## config.mk

```make
export PLATFORM = sky130hd
export DESIGN_NAME = alu_arbiter
export DESIGN_NICKNAME = d
export VERILOG_FILES = /design/src/rtl/alu_ctrl_pkg.sv /design/src/rtl/rr_arbiter_2.sv /design/src/rtl/alu_arbiter.sv
export SDC_FILE = /design/constraint.sdc
export NUM_CORES = 1
export LEC_CHECK = 0
export CAP_MARGIN = 15
export CORE_AREA = 2 2 213 215
export CTS_BUF_LIST = sky130_fd_sc_hd__clkbuf_8
export CTS_CLUSTER_DIAMETER = 60
export DETAILED_ROUTE_END_ITERATION = 6
export DIE_AREA = 0 0 215 217
export PLACE_DENSITY = 0.55
export REMOVE_ABC_BUFFERS = 1
export SETUP_SLACK_MARGIN = 0.1
export SLEW_MARGIN = 20
export SYNTH_ARGS = -nofsm -noshare
export SYNTH_HDL_FRONTEND = slang
export SYNTH_SLANG_ARGS = --single-unit
export TNS_END_PERCENT = 10
```

## constraint.sdc

```tcl
create_clock -name clk -period 14.7 [get_ports clk]
set_clock_uncertainty 0.2 [all_clocks]
set_input_delay 3.675 -clock clk [delete_from_list [all_inputs] [get_ports clk]]
set_output_delay 3.675 -clock clk [all_outputs]
set_load 0.02 [all_outputs]
```

## src/rtl/alu_ctrl_pkg.sv

```systemverilog
// Shared types and encodings for the ALU sharing arbiter and its callers.
package alu_ctrl_pkg;

  localparam int NUM_REQ  = 2;
  localparam int REQ_ID_W = 1;

  typedef enum logic [1:0] {
    ADDER = 2'b00,
    LOGIC = 2'b01,
    SHIFT = 2'b10,
    COMP  = 2'b11
  } mux2_sel_e;

  typedef enum logic {
    OPD12 = 1'b0,
    OPD34 = 1'b1
  } mux1_sel_e;

  typedef struct packed {
    mux1_sel_e  mux1;
    mux2_sel_e  mux2;
    logic [2:0] op;
  } alu_ctrl_t;

  function automatic logic [NUM_REQ-1:0] id2onehot(input logic [REQ_ID_W-1:0] id);
    logic [NUM_REQ-1:0] oh;
    oh     = '0;
    oh[id] = 1'b1;
    return oh;
  endfunction

endpackage

```

## src/rtl/rr_arbiter_2.sv

```systemverilog
// Two-way round-robin arbiter; pointer remembers the last granted requester.
module rr_arbiter_2
  import alu_ctrl_pkg::*;
(
  input  logic       clk,
  input  logic       rst,
  input  logic [1:0] req,
  input  logic       advance,
  output logic [1:0] gnt
);

  logic r_last;

  always_comb begin
    gnt = 2'b00;
    case (req)
      2'b01:   gnt = 2'b01;
      2'b10:   gnt = 2'b10;
      2'b11:   gnt = r_last ? 2'b01 : 2'b10;
      default: gnt = 2'b00;
    endcase
  end

  // Reset to "last = 1" so requester 0 wins the first contention.
  always_ff @(posedge clk or posedge rst) begin
    if (rst)          r_last <= 1'b1;
    else if (advance) r_last <= gnt[1];
  end

endmodule

```

## src/rtl/alu_arbiter.sv

```systemverilog
// Shares one combinational ALU between two requesters: round-robin accept,
// issue register driving the ALU, result register with per-owner response.
module alu_arbiter
  import alu_ctrl_pkg::*;
#(
  parameter int OPERAND_LENGTH = 32,
  parameter int NUM_REQ        = 2
) (
  input  logic                        clk,
  input  logic                        rst,
  input  logic [1:0]                  req_valid,
  output logic [1:0]                  req_ready,
  input  logic [2*OPERAND_LENGTH-1:0] req_opd1,
  input  logic [2*OPERAND_LENGTH-1:0] req_opd2,
  input  logic [2*OPERAND_LENGTH-1:0] req_opd3,
  input  logic [2*OPERAND_LENGTH-1:0] req_opd4,
  input  logic [1:0]                  req_mux1_sel,
  input  logic [3:0]                  req_mux2_sel,
  input  logic [5:0]                  req_op_sel,
  output logic [OPERAND_LENGTH-1:0]   alu_opd1,
  output logic [OPERAND_LENGTH-1:0]   alu_opd2,
  output logic [OPERAND_LENGTH-1:0]   alu_opd3,
  output logic [OPERAND_LENGTH-1:0]   alu_opd4,
  output logic                        alu_mux1_select,
  output logic [1:0]                  alu_mux2_select,
  output logic [2:0]                  alu_op_select,
  input  logic [OPERAND_LENGTH-1:0]   alu_result,
  input  logic [OPERAND_LENGTH-1:0]   comp_result,
  output logic [1:0]                  resp_valid,
  input  logic [1:0]                  resp_ready,
  output logic [OPERAND_LENGTH-1:0]   resp_result,
  output logic [OPERAND_LENGTH-1:0]   resp_comp,
  output logic                        busy
);

  localparam int OL = OPERAND_LENGTH;

  if (NUM_REQ != 2) begin : g_bad_num_req
    $error("alu_arbiter supports exactly two requesters");
  end

  logic                r_iss_valid;
  logic [REQ_ID_W-1:0] r_iss_id;
  logic [OL-1:0]       r_iss_opd1, r_iss_opd2, r_iss_opd3, r_iss_opd4;
  alu_ctrl_t           r_iss_ctrl;

  logic                r_res_valid;
  logic [REQ_ID_W-1:0] r_res_id;
  logic [OL-1:0]       r_res_result, r_res_comp;

  logic [1:0]          w_gnt;
  logic                w_gnt_id;
  logic                w_accept;
  logic                w_res_pop, w_res_free, w_iss_move, w_iss_free;
  logic [OL-1:0]       w_sel_opd1, w_sel_opd2, w_sel_opd3, w_sel_opd4;
  logic                w_sel_mux1;
  logic [1:0]          w_sel_mux2;
  logic [2:0]          w_sel_op;

  // Two-stage elastic pipeline: everything may advance in the same cycle.
  assign w_res_pop  = r_res_valid & resp_ready[r_res_id];
  assign w_res_free = ~r_res_valid | w_res_pop;
  assign w_iss_move = r_iss_valid & w_res_free;
  assign w_iss_free = ~r_iss_valid | w_iss_move;

  rr_arbiter_2 u_rr (
    .clk     (clk),
    .rst     (rst),
    .req     (req_valid),
    .advance (w_accept),
    .gnt     (w_gnt)
  );

  // Ready is forced low while reset is held so nothing is taken mid-reset.
  assign req_ready = (rst | ~w_iss_free) ? 2'b00 : w_gnt;
  assign w_accept  = |(req_valid & req_ready);
  assign w_gnt_id  = w_gnt[1];

  assign w_sel_opd1 = w_gnt_id ? req_opd1[2*OL-1:OL] : req_opd1[OL-1:0];
  assign w_sel_opd2 = w_gnt_id ? req_opd2[2*OL-1:OL] : req_opd2[OL-1:0];
  assign w_sel_opd3 = w_gnt_id ? req_opd3[2*OL-1:OL] : req_opd3[OL-1:0];
  assign w_sel_opd4 = w_gnt_id ? req_opd4[2*OL-1:OL] : req_opd4[OL-1:0];
  assign w_sel_mux1 = w_gnt_id ? req_mux1_sel[1]    : req_mux1_sel[0];
  assign w_sel_mux2 = w_gnt_id ? req_mux2_sel[3:2]  : req_mux2_sel[1:0];
  assign w_sel_op   = w_gnt_id ? req_op_sel[5:3]    : req_op_sel[2:0];

  // Issue register: fields only load on accept so the ALU inputs hold when idle.
  always_ff @(posedge clk or posedge rst) begin
    if (rst) begin
      r_iss_valid <= 1'b0;
      r_iss_id    <= '0;
      r_iss_opd1  <= '0;
      r_iss_opd2  <= '0;
      r_iss_opd3  <= '0;
      r_iss_opd4  <= '0;
      r_iss_ctrl  <= '0;
    end else if (w_accept) begin
      r_iss_valid     <= 1'b1;
      r_iss_id        <= w_gnt_id;
      r_iss_opd1      <= w_sel_opd1;
      r_iss_opd2      <= w_sel_opd2;
      r_iss_opd3      <= w_sel_opd3;
      r_iss_opd4      <= w_sel_opd4;
      r_iss_ctrl.mux1 <= mux1_sel_e'(w_sel_mux1);
      r_iss_ctrl.mux2 <= mux2_sel_e'(w_sel_mux2);
      r_iss_ctrl.op   <= w_sel_op;
    end else if (w_iss_move) begin
      r_iss_valid <= 1'b0;
    end
  end

  always_ff @(posedge clk or posedge rst) begin
    if (rst) begin
      r_res_valid  <= 1'b0;
      r_res_id     <= '0;
      r_res_result <= '0;
      r_res_comp   <= '0;
    end else if (w_iss_move) begin
      r_res_valid  <= 1'b1;
      r_res_id     <= r_iss_id;
      r_res_result <= alu_result;
      r_res_comp   <= comp_result;
    end else if (w_res_pop) begin
      r_res_valid <= 1'b0;
    end
  end

  assign alu_opd1        = r_iss_opd1;
  assign alu_opd2        = r_iss_opd2;
  assign alu_opd3        = r_iss_opd3;
  assign alu_opd4        = r_iss_opd4;
  assign alu_mux1_select = r_iss_ctrl.mux1;
  assign alu_mux2_select = r_iss_ctrl.mux2;
  assign alu_op_select   = r_iss_ctrl.op;

  assign resp_valid  = r_res_valid ? id2onehot(r_res_id) : 2'b00;
  assign resp_result = r_res_result;
  assign resp_comp   = r_res_comp;
  assign busy        = r_iss_valid | r_res_valid;

endmodule

```

# After elaboration in Yosys (flattened, before gate mapping)
# Cells that the tools add are included.
# op_classes
order_cmp,2
eq_ne,3
mux,19
n_bitwise,10
reduce_logical,4
# op_table
cell,count
32-bit 2-to-1 mux,4
1-bit 2-to-1 mux,8
2-bit 2-to-1 mux,4
2-bit case mux with 3 select lines,1
"2-bit equality test, second input constant",2
1-bit bitwise OR,4
2-bit nonzero test,2
3-bit 2-to-1 mux,1
1-bit NOT,3
1-bit bitwise AND,2
2-bit bitwise AND,1
"2-bit by 1-bit equality test with 1-bit output, second input constant",1
"1-bit by 2-bit less-than comparator with 1-bit output, second input constant",1
2-bit OR reduction,1
1-bit demux with 1-bit select,1
"1-bit greater-or-equal comparator, second input constant",1
1-bit logical AND,1
# totals
regBits,203
output_inout_bits,203
wordCells,52

# Logic depth before layout (Yosys ltp)
# depth
ltp_word,12
mapped_depth,6
mapped_depth_nobuf,3

# Modules after synthesis
# Synthesis repeated with hierarchy kept, for this count alone.
# unflattened
cells_unflattened,592
hier_area_um2,9232.6
# by_module_without_submodules
mod,instances,cells_per_inst,area_per_inst_um2,seq_area_each_um2
alu_arbiter,1,586,9165.0,5054.8
rr_arbiter_2,1,6,67.6,26.3

# Least setup slack after synthesis
# Ideal clock, no wire load.
# synth_path
path_kind,input -> output
startpoint,input req_valid[1]
endpoint,output req_ready[1]
t_arrival_ns,4.811
required_ns,10.825
path_slack_ns,6.014
cell_stages,5
path_buffers,3
cell_sequence,a21bo_2 > clkbuf_1 > clkbuf_1 > buf_1 > nor2_1
# synth_via
elab_chain_cells,3
# synth_lines
element,line,text
from (decl),alu_arbiter.sv:11,"input logic [1:0] req_valid,"
2-bit equality test or 2-bit by 1-bit equality test with 1-bit output (tied branches),rr_arbiter_2.sv:16,case (req)
2-bit case mux with 3 select lines (*),rr_arbiter_2.sv:16,
2-bit 2-to-1 mux (*),alu_arbiter.sv:75,assign req_ready = (rst | ~w_iss_free) ? 2'b00 : w_gnt;
to (decl),alu_arbiter.sv:12,"output logic [1:0] req_ready,"
# Mark *: on every way between the ends. The rest lies on a longest branch, timed or not.

# Worst setup path after layout
# layout_path
startpoint,input resp_ready[1]
endpoint,output req_ready[0]
# layout_via
elab_chain_cells,9
# layout_lines
element,line,text
from (decl),alu_arbiter.sv:30,"input logic [1:0] resp_ready,"
1-bit 2-to-1 mux (implied by the code) (2 in a row),alu_arbiter.sv:61,assign w_res_pop = r_res_valid & resp_ready[r_res_id];
1-bit bitwise AND,alu_arbiter.sv:61,
1-bit bitwise OR,alu_arbiter.sv:62,assign w_res_free = ~r_res_valid | w_res_pop;
1-bit bitwise AND,alu_arbiter.sv:63,assign w_iss_move = r_iss_valid & w_res_free;
1-bit bitwise OR,alu_arbiter.sv:64,assign w_iss_free = ~r_iss_valid | w_iss_move;
1-bit NOT,alu_arbiter.sv:75,
1-bit bitwise OR,alu_arbiter.sv:75,
2-bit 2-to-1 mux,alu_arbiter.sv:75,
# Every way passes these cells. The select of a mux whose other input is x is not followed.

==> impl_results.md <==
- Status: completed
- Vias in the first global route: 8795
- DP HPWL: 24250 microns
- Starting density of the core: 19.36%
- Crit path max fanout: 7
- Filler Cell Count: 4497
- Final Hold Viols: 0
- Clk slew on worst S/H paths: 50 ps
- CTS Buffer Depth: 3
- Crit path setup slack, layout: 5113 ps
- Post-CTS setup repair buffer count: 0
- Top cell type's share of synthesized area: 58.42%
- # clock sinks: 203
- Core Region: 44700 sq um
- Share of layout cells above drive strength 1: 12.62%
- Via count: 8099
- Power Density: 178.7 nW/um^2
- WP data required: 10820 ps
- Post-Syn Instances: 638
- Headroom to the max-slew limit: 38.09%
- Hold_ws: 305.9 ps
- Period minus WS final: 9587 ps
- Number of buffers created by CTS: 40
- # DRC: 0
- Hold_buf cts: 0
- Post-synth ARST share: 100.0%
- Max Cap Violations: 0
- Storage cell area: 5081 sq um
- Period utilisation layout: 65.22%
- Post-synth top cells: dfrtp_1 (202), a2bb2oi_1 (134), o32ai_1 (134)
- Die X: 215 microns
- Distinct cells, synth: 28
- Drt total wl: 34690 microns
- I/O Pins: 541
- Cell with the most instances after synthesis: dfrtp_1
- Ys Warns: 0
- Post-synthesis cell area: 8652 sq um
- Global-route wire length before repair: 52450 microns
- Post-CTS Resized: 0
- Clk_lat worst skew: 560 ps
- Antenna violations before repair: 1
- Worst Path Arrival: 5710 ps
- Drt pass-1 iters: 5
- Initial DRC count: 275
- FMAX: 104.3 MHz
- Final antenna-violating net count: 0
- HP Class: reg -> reg
- Main synth FF type: dfrtp_1
- Max H-tree Level: 2
- CTS tree: yes
- Worst R2R Path Depth: 5
- Area leader, netlist: dfrtp_1
- Overflow after GRT: 0
- Via-to-Cell Ratio: 4.542
- Total Routing Usage GR: 14.38%
- Actual slew at the worst max-slew pin: 902.9 ps
- Die Y: 217 microns
- Layout area overhead: 79.16%
- Syn avg cell area: 13.56 sq um
- Final number of setup-violating endpoints: 0
- Worst Hold Depth: 1
- Ranking of synthesized cells by area: dfrtp_1 (58%), a2bb2oi_1 (14%), o32ai_1 (14%)
- Routed len/inst: 19.46 microns
- Crit path kind: in -> out
- Max-slew violation count: 0
- FF+latch count, synth: 203
- Multi-input gate area: 3271 sq um
- Largest net degree at the start of global routing: 81
- Total Nets Final: 1488
- Die area: 46660 sq um
- VDD IR-drop max: 0.1250 mV
- RD Place Congestion: 0.8270
- Num rows: 78
- Seq/Total Area, Yosys: 58.73%
- Crit. End Element: primary output
- Clock root buffer: clkbuf_8
- Port bufs: 540
- Pre-CTS setup slack: 5109 ps
- RSZ-0062 raised after global routing: no
- Startpoint Class: primary input
- Number of enable flip-flop cells after synthesis: 0
- Post-route setup TNS: 0 ps
- Leak: 0.005841 uW
## registers in the layout, indices dropped and copies added (netlist names)
signal / count
u_rr.r_last: 1
r_iss_id: 1
alu_opd4: 32
alu_opd1: 32
resp_result: 32
r_res_id: 1
alu_opd2: 32
alu_opd3: 32
r_res_valid: 1
alu_mux2_select: 2
r_iss_valid: 1
resp_comp: 32
alu_op_select: 3
alu_mux1_select: 1
## area by class of cell
cell class / count / area share [%]
antenna: 2 / 0.03229
clock buffer: 55 / 4.883
clock inverter: 18 / 0.8475
inverter: 2 / 0.1130
multi-input combinational: 352 / 21.10
sequential: 203 / 32.78
tap: 600 / 4.843
timing repair buffer: 551 / 35.40
## stage by stage
| stage | util [%] | instances | area [sq um] | total power, uW |
|---|---|---|---|---|
| floorplan | - | 557 | 8308 | 1535 |
| global placement | 32.68 | 1708 | 14610 | 2165 |
| detailed placement | 32.68 | 1708 | 14610 | 2163 |
| CTS | 34.67 | 1781 | 15500 | 2815 |
| global route | 34.68 | 1783 | 15500 | 2924 |
| finish | 34.68 | 1783 | 15500 | 2769 |
## routing by layer
metal,wire length [microns],GRT usage (%),vias to the layer above
met5,0,0,-
met1,13230,16.02,3936
met3,3720,6.010,69
met2,16500,23.87,426
li1,-,-,3668
met4,1247,6.828,0
## layout by cell type, fill, tap and decap left out, types with 2 or more instances in the layout
master           instances
inv_1                   10
buf_4                   11
dfrtp_1                202
clkbuf_8                55
bufinv_16                2
clkinv_2                 5
mux2_2                  65
nor2_1                   2
clkdlybuf4s50_1        540
a2bb2oi_1              134
diode_2                  2
o32ai_1                134
## critical path: stages
cell and delay [ps]:
clkdlybuf4s50_1 400, mux2i_1 710, a31o_2 300, nor3_1 60, clkdlybuf4s50_1 570
## power breakdown
group	switching (uW)	total [uW]	internal (uW)
logic	605	1260	654
registers	120	890	769
clock network	253	621	368
total	978	2770	1790
## final timing paths
check | start | to | slack, ps
setup / recovery | resp_ready[1] | req_ready[0] | 5110
hold / removal | resp_result[9] | resp_result[9] | 310
setup reg to reg | r_res_id | alu_opd3[1] | 11530
hold reg to reg | resp_result[9] | resp_result[9] | 310
max in group asynchronous | rst | alu_opd1[17] | 9350
min in group asynchronous | rst | r_iss_valid | 3600
## cell families (layout without fill, tap and decap cells)
group,count (synthesis),in the layout,synth area share (%)
AO/OA/AOI/OAI,278,278,28.14
buffers and inverters,83,626,4.064
flip-flops,203,203,58.73
multiplexers,66,66,8.576
other,0,2,0
AND/OR/NAND/NOR,8,8,0.4917
No activity file was read; power rests on OpenSTA's default activity.
